===== config.mk =====
export PLATFORM = sky130hd
export DESIGN_NAME = phase_fire_ctl
export DESIGN_NICKNAME = d
export VERILOG_FILES = /design/src/rtl/phase_fire_ctl.sv
export SDC_FILE = /design/constraint.sdc
export NUM_CORES = 1
export LEC_CHECK = 0
export ABC_CLOCK_PERIOD_IN_PS = 9950
export CORE_MARGIN = 3
export CORE_UTILIZATION = 60
export CTS_BUF_LIST = sky130_fd_sc_hd__clkbuf_4 sky130_fd_sc_hd__clkbuf_8 sky130_fd_sc_hd__clkbuf_16
export DETAILED_ROUTE_END_ITERATION = 8
export HOLD_SLACK_MARGIN = 0.1
export PLACE_DENSITY_LB_ADDON = 0.15
export REMOVE_ABC_BUFFERS = 1
export SETUP_SLACK_MARGIN = 0.02
export SLEW_MARGIN = 0
export SYNTH_ARGS = -nofsm -noshare
export SYNTH_HDL_FRONTEND = slang
export SYNTH_SLANG_ARGS = --single-unit
export TNS_END_PERCENT = 30

===== constraint.sdc =====
create_clock -name clk -period 9.95 [get_ports clk]
set_input_delay 1.4925 -clock clk [delete_from_list [all_inputs] [get_ports clk]]
set_output_delay 1.4925 -clock clk [all_outputs]
set_load 0.01 [all_outputs]

===== src/rtl/phase_fire_ctl.sv =====
// Phase-angle firing controller: measures the mains half-cycle, derives a firing delay
// from the dimmer level and emits one gate pulse per half-cycle. Optional macro: PHASE_FIRE_SOFTSTART_EN.
module phase_fire_ctl #(
  parameter int              PERW   = 12,
  parameter logic [PERW-1:0] MINPER = 12'd700,
  parameter logic [PERW-1:0] MAXPER = 12'd1200,
  parameter logic [7:0]      GATEW  = 8'd20
) (
  input  logic            clk,
  input  logic            rst,
  input  logic            enable,
  input  logic            dbphase,
  input  logic            missing,
  input  logic [7:0]      level,
  output logic            gate,
  output logic [PERW-1:0] period,
  output logic            locked
);

  typedef enum logic [1:0] {
    ST_IDLE = 2'd0,
    ST_WAIT = 2'd1,
    ST_FIRE = 2'd2,
    ST_DONE = 2'd3
  } state_t;

  localparam int              PRODW    = PERW + 8;
  localparam logic [PERW-1:0] PCNT_MAX = {PERW{1'b1}};
  localparam logic [PERW-1:0] PONE     = {{(PERW-1){1'b0}}, 1'b1};

  state_t          state_q, state_d;
  logic [PERW-1:0] pcnt_q, pcnt_d;
  logic [PERW-1:0] period_q, period_d;
  logic [1:0]      valcnt_q, valcnt_d;
  logic            locked_q, locked_d;
  logic            gate_q, gate_d;
  logic [PERW-1:0] tcnt_q, tcnt_d;
  logic [PERW-1:0] delay_q, delay_d;
  logic [7:0]      gcnt_q, gcnt_d;

  logic            in_range;
  logic [7:0]      lvl;
  logic [7:0]      lvl_inv;
  logic [PRODW-1:0] prod;
  logic [PERW-1:0] delay_calc;

  assign in_range = (pcnt_q >= MINPER) && (pcnt_q <= MAXPER);

`ifdef PHASE_FIRE_SOFTSTART_EN
  logic [7:0] eff_q, eff_d;

  // Slew the effective level by one step per accepted zero cross.
  always_comb begin
    eff_d = eff_q;
    if (dbphase && !missing) begin
      if (eff_q < level) begin
        eff_d = eff_q + 8'd1;
      end else if (eff_q > level) begin
        eff_d = eff_q - 8'd1;
      end else begin
        eff_d = eff_q;
      end
    end else begin
      eff_d = eff_q;
    end
  end

  always_ff @(posedge clk) begin
    if (rst) begin
      eff_q <= 8'd0;
    end else begin
      eff_q <= eff_d;
    end
  end

  assign lvl = eff_d;
`else
  assign lvl = level;
`endif

  // Delay uses the period held before this zero cross updates it.
  assign lvl_inv    = 8'd255 - lvl;
  assign prod       = PRODW'(period_q) * PRODW'(lvl_inv);
  assign delay_calc = prod[PRODW-1:8];

  always_comb begin
    pcnt_d   = pcnt_q;
    period_d = period_q;
    valcnt_d = valcnt_q;
    locked_d = locked_q;
    if (missing) begin
      valcnt_d = 2'd0;
      locked_d = 1'b0;
      if (enable && (pcnt_q != PCNT_MAX)) begin
        pcnt_d = pcnt_q + PONE;
      end else begin
        pcnt_d = pcnt_q;
      end
    end else if (dbphase) begin
      pcnt_d = {PERW{1'b0}};
      if (in_range) begin
        period_d = pcnt_q;
        valcnt_d = (valcnt_q >= 2'd2) ? 2'd2 : (valcnt_q + 2'd1);
        locked_d = (valcnt_q >= 2'd1);
      end else begin
        valcnt_d = 2'd0;
        locked_d = 1'b0;
      end
    end else begin
      if (enable && (pcnt_q != PCNT_MAX)) begin
        pcnt_d = pcnt_q + PONE;
      end else begin
        pcnt_d = pcnt_q;
      end
    end
  end

  // A zero cross always drops the gate first, so a pulse never spans two half-cycles.
  always_comb begin
    state_d = state_q;
    gate_d  = gate_q;
    tcnt_d  = tcnt_q;
    delay_d = delay_q;
    gcnt_d  = gcnt_q;
    if (missing) begin
      state_d = ST_IDLE;
      gate_d  = 1'b0;
    end else if (dbphase) begin
      gate_d = 1'b0;
      if (locked_d && (lvl != 8'd0)) begin
        state_d = ST_WAIT;
        tcnt_d  = {PERW{1'b0}};
        delay_d = delay_calc;
      end else begin
        state_d = ST_IDLE;
      end
    end else begin
      case (state_q)
        ST_IDLE: begin
          gate_d = 1'b0;
        end
        ST_WAIT: begin
          if (enable) begin
            if (tcnt_q == delay_q) begin
              gate_d  = 1'b1;
              gcnt_d  = GATEW - 8'd1;
              state_d = ST_FIRE;
            end else begin
              tcnt_d = tcnt_q + PONE;
            end
          end else begin
            tcnt_d = tcnt_q;
          end
        end
        ST_FIRE: begin
          if (enable) begin
            if (gcnt_q == 8'd0) begin
              gate_d  = 1'b0;
              state_d = ST_DONE;
            end else begin
              gcnt_d = gcnt_q - 8'd1;
            end
          end else begin
            gcnt_d = gcnt_q;
          end
        end
        ST_DONE: begin
          gate_d = 1'b0;
        end
        default: begin
          state_d = ST_IDLE;
          gate_d  = 1'b0;
        end
      endcase
    end
  end

  always_ff @(posedge clk) begin
    if (rst) begin
      state_q <= ST_IDLE;
    end else begin
      state_q <= state_d;
    end
  end

  always_ff @(posedge clk) begin
    if (rst) begin
      pcnt_q   <= {PERW{1'b0}};
      period_q <= {PERW{1'b0}};
      valcnt_q <= 2'd0;
      locked_q <= 1'b0;
      gate_q   <= 1'b0;
      tcnt_q   <= {PERW{1'b0}};
      delay_q  <= {PERW{1'b0}};
      gcnt_q   <= 8'd0;
    end else begin
      pcnt_q   <= pcnt_d;
      period_q <= period_d;
      valcnt_q <= valcnt_d;
      locked_q <= locked_d;
      gate_q   <= gate_d;
      tcnt_q   <= tcnt_d;
      delay_q  <= delay_d;
      gcnt_q   <= gcnt_d;
    end
  end

  assign gate   = gate_q;
  assign period = period_q;
  assign locked = locked_q;

endmodule


==> impl_metrics.ini <==
[status]
status = finished clean

[clocking]
hold_buffers = 0
clk_latency_ns = 0.34
htree_levels = 3
ctsResizeCount = 0
cts_tree = yes
cts_setup_buffers = 0
cts.path.max_buffers = 2
cts_root_buf = clkbuf_8
numCtsBuffers = 9
clk_pin_slew_ns = 0.07
cts.sinks = 62

[sta]
maxSlewHeadroom_pct = 37.1
clock.fmax_mhz = 155
tns_ns = 0
setup_viol = 0
min_period_ns = 6.45
finalMaxSlewViolations = 0
fin_crit_sh_pct = 64.9
finalHoldViolations = 0
worstMarginPinSlew_ns = 0.941
clock_skew_ns = 0.00864
rsz0062_at_grt = false

[placed_design]
dp_hpwl_mm = 9.90
place_inst = 823
io_buffers = 26
gp_congestion = 0.851

[synth]
ys_ff_latch = 62
synth_ff_type = dfxtp_1
synth_cells = 691
ys_seq_area_share_pct = 20.8
ys_async_sr_fraction_pct = 0
ys_types = 64
synth_top_area_share_pct = 20.8
synth_area_um2 = 5970
yosysWarnings = 0
synth_area_leaders = dfxtp_1, fa_1, ha_1, nor2b_1, inv_1
synth_edf_count = 0
syn_avg_cell_area_um2 = 8.64
yosys.area.top_type = dfxtp_1

[layout]
fin_nets = 821
diodes = 0
fillers = 797
area_growth_pct = 8.87
final_util_pct = 68.7
drive_above_1_share_pct = 4.51
final_cells = 839

[route]
via_count = 4802
route.met2.wl_mm = 6.29
totalWireLength_mm = 12.8
top_layer = met4
drt_iter0_markers = 267
route.met3.wl_um = 509
via_per_inst = 5.72
drc = 0
ant_nets = 0
drt_pass1_iterations = 5
wire_per_inst_um = 15.3
drt-met1-wl_mm = 5.83

[global_route]
grt_max_degree = 54
grtUsageTotal_pct = 25.0
grt-ovfl-total = 0
grt_antenna_before_repair = 0
grt_pass1_vias = 4874
grt_pass1_wl_mm = 23.1

[floorplanning]
rows = 35
dieArea_um2 = 11200
core_um2 = 9460
die_y_um = 106
die_w_um = 106
initial_core_util_pct = 63.1
ios = 27

[pwr]
power_density_nw_per_um2 = 75.6
peakVddDrop_mv = 0.0931
leakage_nw = 2.83

[critical_path]
criticalPathCategory = input port to register
cp_max_fo = 13
reg2reg_depth = 15
endpoint_kind = register
cp-start-kind = input port
cp.arrival_ns = 6.72
worstPathRequired_ns = 10.22

[min_path]
hold_path_class = register to register
min_path_cells = 2

[flow_run]
drv_cap = 0
==> metal layers <==
layer,global-route usage (%),up-vias
met5,0,-
met3,3.12,18
met2,41.8,106
li1,-,2344
met1,33.9,2334
met4,7.68,0
==> path summary, 6_finish.rpt <==
check                           slack, ns     endpoint      start
worst max-delay path                 3.50  delay_q[11]   level[4]
worst min-delay path                 0.47    gcnt_q[5]  gcnt_q[5]
worst max register to register       4.84  delay_q[11]  period[1]
worst min register to register       0.47    gcnt_q[5]  gcnt_q[5]
==> per-stage QoR <==
stage	worst slack [ns]	hold WS [ns]	area, um^2	total power [mW]
6_report	3.50	0.469	6500	0.491
5_1_grt	3.26	0.510	6500	0.508
4_1_cts	3.52	0.470	6500	0.496
3_5_place_dp	3.16	0.458	6310	0.282
3_3_place_gp	3.37	0.457	6310	0.281
2_1_floorplan	4.32	0.428	5860	0.263
==> cell usage in the layout (no fill, tap or decap), types with 25 or more instances in the layout <==
master and count:
ha_1 44, a21oi_1 34, clkdlybuf4s50_1 25, inv_1 79, dfxtp_1 62, xnor2_1 25
nand2_1 53, fa_1 59, nor2_1 53, nor2b_1 74
==> report_power, final <==
| group | switching (mW) | internal [mW] | total (mW) |
|---|---|---|---|
| logic | 0.0188 | 0.00852 | 0.0274 |
| clock network | 0.0952 | 0.119 | 0.215 |
| registers | 0.000696 | 0.249 | 0.249 |
| total | 0.115 | 0.377 | 0.491 |
==> flip-flops by register name (all words and copies together) (netlist names) <==
signal	flops
delay_q	12
gate	1
gcnt_q	8
locked	1
pcnt_q	12
period	12
state_q	2
tcnt_q	12
valcnt_q	2
==> critical path, cell delays in order <==
cell             delay, ns
clkdlybuf4s50_1       0.79
nor2b_1               0.14
fa_1                  0.58
fa_1                  0.44
fa_1                  0.56
inv_1                 0.07
fa_1                  0.55
inv_1                 0.04
ha_1                  0.36
a21oi_1               0.19
o21ai_1               0.12
o2bb2ai_1             0.27
a31o_1                0.29
o311a_1               0.30
or3_1                 0.35
a31oi_1               0.17
==> final cells by class <==
cell class	count	area (um^2)	share of cell area, %
Sequential cell	62	1240	19.1
Timing Repair Buffer	30	285	4.39
Clock inverter	5	50.0	0.770
Tap cell	129	161	2.48
Clock buffer	11	139	2.14
Inverter	80	300	4.62
Multi-Input combinational cell	522	4320	66.5
==> synth_stat cells (9+ instances only) <==
master,instances
inv_1,79
nand3_1,15
nand2_1,53
clkbuf_1,24
and3_1,12
dfxtp_1,62
xnor2_1,25
nor2_1,53
nor2b_1,74
nor3_1,11
xor2_1,9
nand2b_1,15
fa_1,59
ha_1,44
a21oi_1,34
==> logic make-up (layout without fill, tap and decap cells) <==
logic type	count (synthesis)	after routing	synth area share (%)
simple gates	282	282	25.9
buf+inv	107	126	6.81
fa+ha+maj	103	103	29.0
compound gates	97	97	11.5
flops	62	62	20.8
xor+xnor	34	34	4.99
mux	6	6	1.01
No activity file was read; power rests on OpenSTA's default activity.
